[src/rtl/periph_data_rr_arbiter.sv]
// ============================================================================
//  Module   : periph_data_rr_arbiter
//  Brief    : Round-robin arbiter sharing one peripheral data port between
//             NB_MASTERS core data ports, with in-order response routing.
//  Revision : 1.0 - initial release
// ============================================================================
`default_nettype none

package core_data_pkg;
    typedef struct packed {
        logic        req;
        logic [31:0] add;
        logic        wen;
        logic [31:0] data;
        logic [3:0]  be;
    } core_data_req_t;

    typedef struct packed {
        logic        gnt;
        logic [31:0] r_data;
        logic        r_valid;
    } core_data_rsp_t;
endpackage

module periph_data_rr_arbiter
    import core_data_pkg::*;
#(
    parameter  int NB_MASTERS      = 4,
    parameter  int MAX_OUTSTANDING = 2,
    localparam int IDW             = $clog2(NB_MASTERS),
    localparam int CNTW            = $clog2(MAX_OUTSTANDING + 1)
) (
    input  logic                            clk_i,
    input  logic                            rst_i,
    input  core_data_req_t [NB_MASTERS-1:0] mst_req_i,
    output core_data_rsp_t [NB_MASTERS-1:0] mst_rsp_o,
    output core_data_req_t                  slv_req_o,
    input  core_data_rsp_t                  slv_rsp_i,
    output logic [CNTW-1:0]                 outstanding_o,
    output logic                            busy_o,
    output logic                            err_o
);

    localparam int             PTRW = (MAX_OUTSTANDING > 1) ? $clog2(MAX_OUTSTANDING) : 1;
    localparam logic [IDW:0]   NB_W = (IDW + 1)'(NB_MASTERS);

    logic [IDW-1:0]  rr_ptr_q, rr_ptr_d;
    logic            lock_q, lock_d;
    logic [IDW-1:0]  lock_id_q, lock_id_d;
    logic [PTRW-1:0] wr_ptr_q, wr_ptr_d;
    logic [PTRW-1:0] rd_ptr_q, rd_ptr_d;
    logic [CNTW-1:0] count_q, count_d;
    logic            err_q, err_d;
    logic [IDW-1:0]  fifo_q [MAX_OUTSTANDING];

    logic            w_any_req;
    logic [IDW-1:0]  w_sel;
    logic            w_full;
    logic            w_req;
    logic            w_push;
    logic            w_pop;
    logic [IDW-1:0]  w_head;

    function automatic logic [PTRW-1:0] ptr_inc(input logic [PTRW-1:0] p);
        return (p == PTRW'(MAX_OUTSTANDING - 1)) ? '0 : p + PTRW'(1);
    endfunction

    // While locked the stalled master owns the port; otherwise search from rr_ptr.
    always_comb begin
        logic [IDW:0] idx;
        w_any_req = 1'b0;
        w_sel     = '0;
        idx       = '0;
        if (lock_q) begin
            w_sel     = lock_id_q;
            w_any_req = mst_req_i[lock_id_q].req;
        end else begin
            for (int i = NB_MASTERS - 1; i >= 0; i--) begin
                idx = {1'b0, rr_ptr_q} + (IDW + 1)'(i);
                if (idx >= NB_W) begin
                    idx = idx - NB_W;
                end
                if (mst_req_i[idx[IDW-1:0]].req) begin
                    w_any_req = 1'b1;
                    w_sel     = idx[IDW-1:0];
                end
            end
        end
    end

    assign w_full = (count_q == CNTW'(MAX_OUTSTANDING));
    assign w_req  = w_any_req & ~w_full;
    assign w_push = w_req & slv_rsp_i.gnt;
    assign w_pop  = slv_rsp_i.r_valid & (count_q != '0);
    assign w_head = fifo_q[rd_ptr_q];

    always_comb begin
        slv_req_o = '0;
        if (w_any_req) begin
            slv_req_o = mst_req_i[w_sel];
        end
        slv_req_o.req = w_req;
    end

    always_comb begin
        for (int i = 0; i < NB_MASTERS; i++) begin
            mst_rsp_o[i].gnt     = w_push & (w_sel == IDW'(i));
            mst_rsp_o[i].r_data  = slv_rsp_i.r_data;
            mst_rsp_o[i].r_valid = w_pop & (w_head == IDW'(i));
        end
    end

    always_comb begin
        rr_ptr_d  = rr_ptr_q;
        lock_d    = lock_q;
        lock_id_d = lock_id_q;
        wr_ptr_d  = wr_ptr_q;
        rd_ptr_d  = rd_ptr_q;
        count_d   = count_q;
        err_d     = err_q;

        if (w_push) begin
            wr_ptr_d = ptr_inc(wr_ptr_q);
            rr_ptr_d = (w_sel == IDW'(NB_MASTERS - 1)) ? '0 : w_sel + IDW'(1);
            lock_d   = 1'b0;
        end else if (w_req) begin
            lock_d    = 1'b1;
            lock_id_d = w_sel;
        end else if (lock_q && !mst_req_i[lock_id_q].req) begin
            // Locked master withdrew its request: release without a transfer.
            lock_d = 1'b0;
        end

        if (w_pop) begin
            rd_ptr_d = ptr_inc(rd_ptr_q);
        end

        if (w_push && !w_pop) begin
            count_d = count_q + CNTW'(1);
        end else if (!w_push && w_pop) begin
            count_d = count_q - CNTW'(1);
        end

        if (slv_rsp_i.r_valid && (count_q == '0)) begin
            err_d = 1'b1;
        end
    end

    always_ff @(posedge clk_i) begin
        if (rst_i) begin
            rr_ptr_q  <= '0;
            lock_q    <= 1'b0;
            lock_id_q <= '0;
            wr_ptr_q  <= '0;
            rd_ptr_q  <= '0;
            count_q   <= '0;
            err_q     <= 1'b0;
        end else begin
            rr_ptr_q  <= rr_ptr_d;
            lock_q    <= lock_d;
            lock_id_q <= lock_id_d;
            wr_ptr_q  <= wr_ptr_d;
            rd_ptr_q  <= rd_ptr_d;
            count_q   <= count_d;
            err_q     <= err_d;
        end
    end

    always_ff @(posedge clk_i) begin
        if (w_push) begin
            fifo_q[wr_ptr_q] <= w_sel;
        end
    end

    assign outstanding_o = count_q;
    assign busy_o        = (count_q != '0) | lock_q;
    assign err_o         = err_q;

endmodule

`default_nettype wire

[config.mk]
export PLATFORM = sky130hd
export DESIGN_NAME = periph_data_rr_arbiter
export DESIGN_NICKNAME = d
export VERILOG_FILES = /design/src/rtl/periph_data_rr_arbiter.sv
export SDC_FILE = /design/constraint.sdc
export NUM_CORES = 1
export LEC_CHECK = 0
export BUFFER_PORTS_ARGS = -buffer_cell sky130_fd_sc_hd__buf_2
export CAP_MARGIN = 20
export CORE_AREA = 2 2 207 209
export DETAILED_ROUTE_END_ITERATION = 10
export DIE_AREA = 0 0 209 211
export SYNTH_ARGS = -nofsm -noshare
export SYNTH_HDL_FRONTEND = slang
export SYNTH_SLANG_ARGS = --single-unit
[constraint.sdc]
create_clock -name clk_i -period 2.85 [get_ports clk_i]
set_clock_uncertainty 0.05 [all_clocks]
set_input_delay 0.285 -clock clk_i [delete_from_list [all_inputs] [get_ports clk_i]]
set_output_delay 0.285 -clock clk_i [all_outputs]
set_load 0.02 [all_outputs]
[Word level (Yosys, flattened, before mapping)]
Memories as Yosys holds them, arrays and structs flattened. A register that Yosys moved wholly into a read port is not among the register bits.
Cells that the tools add are included.
Operators by class
  add/subtract/negate cells: 12
  magnitude comparators: 10
  equal/unequal tests: 7
  mux-type cells: 42
  bitwise operators: 14
  reduce and logical (&&, ||, !) cells: 15
Operator list (count)
  binary-select mux 70 bit (select 2 bit): 6
  2-to-1 mux 70 bit: 5
  2-to-1 mux 69 bit: 2
  2-to-1 mux 2 bit: 16
  < comparator 2 x 3 -> 1 bit, second input constant: 6
  2-to-1 mux 1 bit: 13
  AND 1 bit: 11
  == test 2 bit, second input constant: 5
  subtractor 2 x 1 -> 2 bit, second input constant: 5
  >= comparator 3 bit, second input constant: 3
  adder 2 x 2 -> 3 bit, second input constant: 2
  zero test 2 bit: 3
  nonzero test 2 bit: 3
  adder 2 x 1 -> 2 bit, second input constant: 2
  == test 2 x 1 -> 1 bit, second input constant: 2
  logical AND 1 bit: 4
  adder 2 x 1 -> 3 bit, second input constant: 1
  >= comparator 2 x 3 -> 1 bit, second input constant: 1
  zero test 1 bit: 3
  adder 1 bit, second input constant: 2
  NOT 1 bit: 2
  AND reduction 2 bit: 1
  OR reduction 2 bit: 1
  OR 1 bit: 1
Word-level totals
  flip-flop bits (word level): 10
  memory bits (writable): 4
  input port bits: 316
  output and inout port bits: 210
  logic and storage cells: 108
  memories: 1
Memories
  fifo_q: depth 2, width 2, read ports 1, clocked after memory_dff 1, write ports 1, RTL line 54  | logic [IDW-1:0] fifo_q [MAX_OUTSTANDING];

[Logic depth before layout (Yosys ltp)]
Gate-level depths: netlist of the first run.
  depth in word-level cells: 17
  gate-level depth with buffers: 10
  gate-level depth less buffers: 9

[Least setup slack after synthesis of the first run]
Ideal clock, no wire load.
  kind: register to register
  from: register lock_id_q[0]
  to: register count_q[1] (netlist: outstanding_o[1])
  library setup time: 71 ps
  arrival: 2096 ps
  required time: 2729 ps
  setup slack: 633 ps
  cell stages (with the launch flop): 9
  path buffers: 0
  clock period less this slack: 2217 ps
  cell sequence: dfxtp_1 -> mux4_2 -> mux2i_1 -> nor2_1 -> nand2_1 -> inv_2 -> ha_1 -> or3_1 -> a21oi_1
Between the ends
  longest elaborated chain between the ends: 8
Ends and longest elaborated chain
  start: declaration: RTL line 49  | logic [IDW-1:0] lock_id_q, lock_id_d;
  start signal: assignment: RTL line 161  | lock_id_q <= lock_id_d;
  binary-select mux 70 bit (select 2 bit) (*): RTL line 76  | w_any_req = mst_req_i[lock_id_q].req;
  2-to-1 mux 70 bit (implied by the code) (*): RTL line 76
  2-to-1 mux 1 bit (*): RTL line 74  | if (lock_q) begin
  AND 1 bit (*): RTL line 92  | assign w_req = w_any_req & ~w_full;
  named net w_req: RTL line 59  | logic w_req;
  AND 1 bit (*): RTL line 93  | assign w_push = w_req & slv_rsp_i.gnt;
  named net w_push: RTL line 60  | logic w_push;
  zero test 1 bit: RTL line 140  | end else if (!w_push && w_pop) begin
  logical AND 1 bit: RTL line 140
  nonzero test 2 bit (no line)
  end signal: assignment: RTL line 164  | count_q <= count_d;
  end: declaration: RTL line 52  | logic [CNTW-1:0] count_q, count_d;
The timed path passes the listed nets; every way through them passes the cells marked *. The select of a mux whose other input is x is not followed.
A chain may end at the register's enable or synchronous reset.

==> results of run 1 <==
-- tightest hold or removal path: stages --
cell and delay, ns:
buf_2 0.09, a21oi_1 0.05, nor2_1 0.07
-- power by group through the flow --
stage	Combinational (mW)	Clock, mW	Sequential (mW)
floorplan	2.36	0	0.348
global placement	2.95	0	0.357
detailed placement	2.99	0	0.365
CTS	3.01	0.272	0.359
global route	3.19	0.285	0.371
finish	2.98	0.267	0.359
-- state kept, by name, summed over array words and instances, names as in the netlist, named ones only --
signal,flops
fifo_q,4
lock_id_q,2
outstanding_o,2
rr_ptr_q,2
err_o,1
lock_q,1
rd_ptr_q,1
wr_ptr_q,1
-- through the flow --
step                setup WS, ns  hold slack [ns]  total power [mW]
finish                     0.172            0.245              3.60
global route             -0.0120            0.265              3.85
CTS                       0.0384            0.243              3.64
detailed placement         0.311            0.415              3.36
global placement           0.303            0.405              3.30
floorplan                  0.633            0.300              2.70
-- cell usage after synthesis, types with 4 or more instances --
cell type / instances
o22ai_2: 10
buf_2: 16
dfxtp_1: 11
nor2_1: 19
nand2_1: 7
a21oi_1: 10
mux2i_1: 141
edfxtp_1: 4
inv_1: 4
o22ai_1: 59
buf_4: 131
buf_6: 12
-- per-layer routing --
layer,part of all wire,track usage
met1,0.37,0.0714
met2,0.50,0.114
met3,0.080,0.0137
met4,0.049,0.0342
met5,0,0
-- how the worst max path moves through the flow --
stage	endpoint	slack [ns]	depth (start not counted)
after global placement	slv_req_o[33]	0.30	8
after detailed placement	slv_req_o[33]	0.31	8
after floorplan	outstanding_o[1]	0.63	8
after global routing	slv_req_o[49]	-0.01	9
final	slv_req_o[38]	0.17	9
after CTS	slv_req_o[33]	0.04	8
-- cell families after synthesis --
kind of cell,Yosys count
XOR/XNOR,4
flip-flops,15
AND/OR/NAND/NOR,46
adder cells (fa/ha/maj),2
buffers and inverters,169
multiplexers,143
AO/OA/AOI/OAI,89
-- area by class of cell --
class / count / area [um2]
fillers: 4758 / 36200
multi-input cells: 284 / 2380
repair buffers: 381 / 2000
well taps: 539 / 674
flip-flops and latches: 15 / 340
clock buffers: 4 / 78.8
inverters: 7 / 31.3
diodes: 2 / 5.00
-- what timing repair did --
item,CTS,global route
hold buffers,0,0
setup endpoints to repair,0,4
gates resized for setup,0,2
==> impl_metrics.ini, run 1 <==
[worst_setup_path]
rr_worst_depth = 8
cp_data_required_time_ns = 2.52
rr_startpoint = lock_id_q[0]
r2r-end = outstanding_o[1]
ff2ff_setup_slack_ns = 0.44
startpoint = rr_ptr_q[1]
crit_buf_inv = 3
path_cells = nand2b_1, a21oi_1, o21bai_1, o21ai_4, buf_12, buf_4, mux2i_1, o22ai_1, buf_2
cp-end-kind = output pin
start_kind = flop
critical_path.top_delay_family = buffers and inverters
crit_fanout = 34
crit_arrival_ns = 2.34
slowest_stage = dfxtp_1
slowest_delay_ns = 0.36
critPathKind = flop to output pin

[clock_tree]
cts_setup_buffers = 0
clk_pin_slew_ns = 0.05
insertion_delay_ns = 0.24
cts_buffers = 3
cts_tree = built
cts-htree-levels = 1
clkSinkCount = 15
clock-root-buffer = clkbuf_16
clockBufferDepth = 2

[power]
sw_frac_of_total = 0.525
seqPwrFrac = 0.100
comb_power_share = 0.826
power.leakage_nw = 3.01
p_switching_mw = 1.89
ir_drop_mv = 0.256
p_int_mw = 1.71
p_per_area_nw_per_um2 = 654
p_clk_frac = 0.074

[drt]
finalWirelength_um = 15800
post-route-drc-count = 0
drt_iter0_drc = 158
drt_pass1_iterations = 5
wl_per_cell_um = 12.8
drt.antenna.violating_nets = 0
num_vias = 4207
vias_per_cell = 3.41

[yosys]
yosys-top-cells-area = mux2i_1, buf_4, o22ai_1, dfxtp_1, buf_6
ys_async_sr_fraction = 0
syn_nets = 786
synth_ff_type = dfxtp_1
yosysSeqAreaShare = 0.0864
syn_inst = 468
synth.mux.area_fraction = 0.367
syn_area_um2 = 3940
synth_top_area_cell = mux2i_1
synthAdderAreaFrac = 0.00635
synth_top_family_by_area = multiplexers
synthXorXnorAreaFrac = 0.00889
synth_compound_area_frac = 0.159
syn_area_per_cell_um2 = 8.42
synthDistinctLibCells = 37
synth-seq-cells = 15
synth_edf_count = 4
ys_warn_count = 0
synth_simple_gate_area_share = 0.0578
netlist.area_leader.share = 0.358

[layout]
final_area_um2 = 5510
drive_above_1_share = 0.586
final_cell_mix = buf_2, mux2i_1, o22ai_1
fin_nets = 1010
layout_commonest_cell = buf_2
stdcell_count = 1232
final_util = 0.132
syn2layout_area_growth_pct = 39.8

[floorplanning]
die_y_um = 211
core_area_um2 = 41800
row_count = 75
die_area_um2 = 44100
io_pins = 526
start_util = 0.0944
fp.dieW_um = 209

[global_route]
grt_pass1_vias = 4212
grt_overflow = 0
grt_pass1_wl_um = 22300
grt_max_degree = 42
grt.total_usage = 0.0641
antenna_found_initial = 3

[timing]
fin_setup_tns_ns = 0
worstMarginPinSlew_ns = 0.464
setup_viol = 0
timing.slew.headroom = 0.688
hold_viol_final = 0
rsz0062_at_grt = yes
finalMaxSlewViolations = 0
max_clock_freq_ghz = 0.373
period_share = 0.940
min_period_ns = 2.68

[hold_path]
hold_path.startpoint = slv_rsp_i[0]
holdPathStages = 3
hp-class = input port to flop
whs_endpoint = err_o

[place]
placed_area_um2 = 5420
port_buffers = 365
gp_congestion = 0.763
hpwl_um = 13900
post-place-cells = 1226

[status]
run_status = complete, no violations

[job]
drv_cap = 0
No activity file was read; power rests on OpenSTA's default activity.
==> run 2, diff against run 1 <==
- MAX_ROUTING_LAYER: not set -> met4
==> run 2 against run 1 <==
Compared with the run above: die area unchanged; non-clock buffer count unchanged; global-route usage grew 0.19 points; sequential share of layout area did not move; count of clock-buffer cells in the layout did not move; flip-flop and latch count did not move; combinational power about the same; routed wire length is essentially flat; first-iteration DRC count increased by 1.9%; total power about the same; register-to-register slack hardly changed; critical path type unchanged; critical endpoint unchanged; largest cell class unchanged; largest power group unchanged.
==> impl_metrics.ini, run 2 (synthesis gave the netlist of run 1 again) <==
[place]
placed_area_um2 = 5420
hpwl_um = 13900
gp_congestion = 0.773
port_buffers = 365
dp_slack_ns = 0.311

[timing]
setup_ws_ns = 0.172
setup_viol = 0
finalMaxSlewViolations = 0
worstMarginPinSlew_ns = 0.471
fin_setup_tns_ns = 0
rsz0062_at_grt = yes
period_share = 0.940
min_period_ns = 2.68
max_clock_freq_ghz = 0.373
hold_viol_final = 0
timing.slew.headroom = 0.684

[power]
power.leakage_nw = 3.01
ir_drop_mv = 0.257
p_per_area_nw_per_um2 = 655
total_power_mw = 3.61

[global_route]
grt_max_degree = 42
grt_pass1_vias = 4209
grt_pass1_wl_um = 22300
grt.total_usage = 0.0659
antenna_found_initial = 3
grt_overflow = 0

[hold_path]
hp-class = input port to flop

[layout]
largest-register = fifo_q
final_util = 0.132
final_cell_mix = buf_2, mux2i_1, o22ai_1
fillers = 4758
drive_above_1_share = 0.586
largest_reg_flops = 4
final_area_um2 = 5510
fin_nets = 1010
syn2layout_area_growth_pct = 39.8
layout_commonest_cell = buf_2

[clock_tree]
clkSinkCount = 15
cts_tree = built
cts-htree-levels = 1
clk_pin_slew_ns = 0.05
clockBufferDepth = 2
ctsHoldBuffers = 0
insertion_delay_ns = 0.24
cts_buffers = 3
clock-root-buffer = clkbuf_16
cts_setup_buffers = 0

[worst_setup_path]
crit_arrival_ns = 2.34
crit_fanout = 34
cp-end-kind = output pin
cp_data_required_time_ns = 2.52
start_kind = flop
critPathKind = flop to output pin

[drt]
num_vias = 4198
drt_iter0_drc = 161
drt_pass1_iterations = 5
finalWirelength_um = 15800
drt.antenna.violating_nets = 0
vias_per_cell = 3.41
post-route-drc-count = 0
wl_per_cell_um = 12.8

[floorplanning]
fp.dieW_um = 209
die_area_um2 = 44100
start_util = 0.0944
io_pins = 526
row_count = 75
core_area_um2 = 41800
die_y_um = 211

[status]
run_status = complete, no violations

[job]
drv_cap = 0
-- run 2: cell counts in the layout (fill, tap and decap cells not counted) --
Identical to the previous run, type by type.
-- run 2: routing by layer --
metal | global-route usage | share of wire
met5 | - | 0
met4 | 0.0342 | 0.049
met3 | 0.0132 | 0.077
met2 | 0.114 | 0.50
met1 | 0.0715 | 0.37
-- run 2: final timing paths --
check / startpoint / to / slack, ns / cells after the start
max: rr_ptr_q[1] / slv_req_o[38] / 0.17 / 9
min: slv_rsp_i[0] / err_o / 0.24 / 3
max reg2reg: lock_id_q[0] / outstanding_o[1] / 0.44 / 8
min reg2reg: err_o / err_o / 0.42 / 2
-- run 2: critical path: stages, from the launching register on --
cell and delay, ns:
dfxtp_1 0.36, nand2b_1 0.16, a21oi_1 0.13, o21bai_1 0.12, o21ai_4 0.21, buf_12 0.27, buf_4 0.26, mux2i_1 0.25
o22ai_1 0.11, buf_2 0.18
-- run 2: layout make-up --
| type | count | area [um2] | share of cell area |
|---|---|---|---|
| inverters | 7 | 31.3 | 0.00568 |
| well taps | 539 | 674 | 0.122 |
| flip-flops and latches | 15 | 340 | 0.0618 |
| multi-input cells | 284 | 2380 | 0.432 |
| diodes | 2 | 5.00 | 0.000908 |
| clock buffers | 4 | 78.8 | 0.0143 |
| repair buffers | 381 | 2000 | 0.363 |
-- run 2: power breakdown --
group | switching [mW] | internal, mW | total (mW) | leakage, nW
Clock | 0.0777 | 0.189 | 0.266 | 0.0382
Sequential | 0.0764 | 0.283 | 0.360 | 0.129
Combinational | 1.74 | 1.24 | 2.98 | 2.84
Total | 1.90 | 1.71 | 3.61 | 3.01
-- run 2: per-stage QoR --
step / std cells / hold slack, ns
finish: 1232 / 0.242
global route: 1232 / 0.265
CTS: 1230 / 0.243
detailed placement: 1226 / 0.415
global placement: 1226 / 0.405
floorplan: 468 / 0.300
-- run 2: repair_timing --
action / 4_1_cts / 5_1_grt
resized for setup: 0 / 2
endpoints found under the setup margin: 0 / 4
hold endpoints to repair: 0 / 0
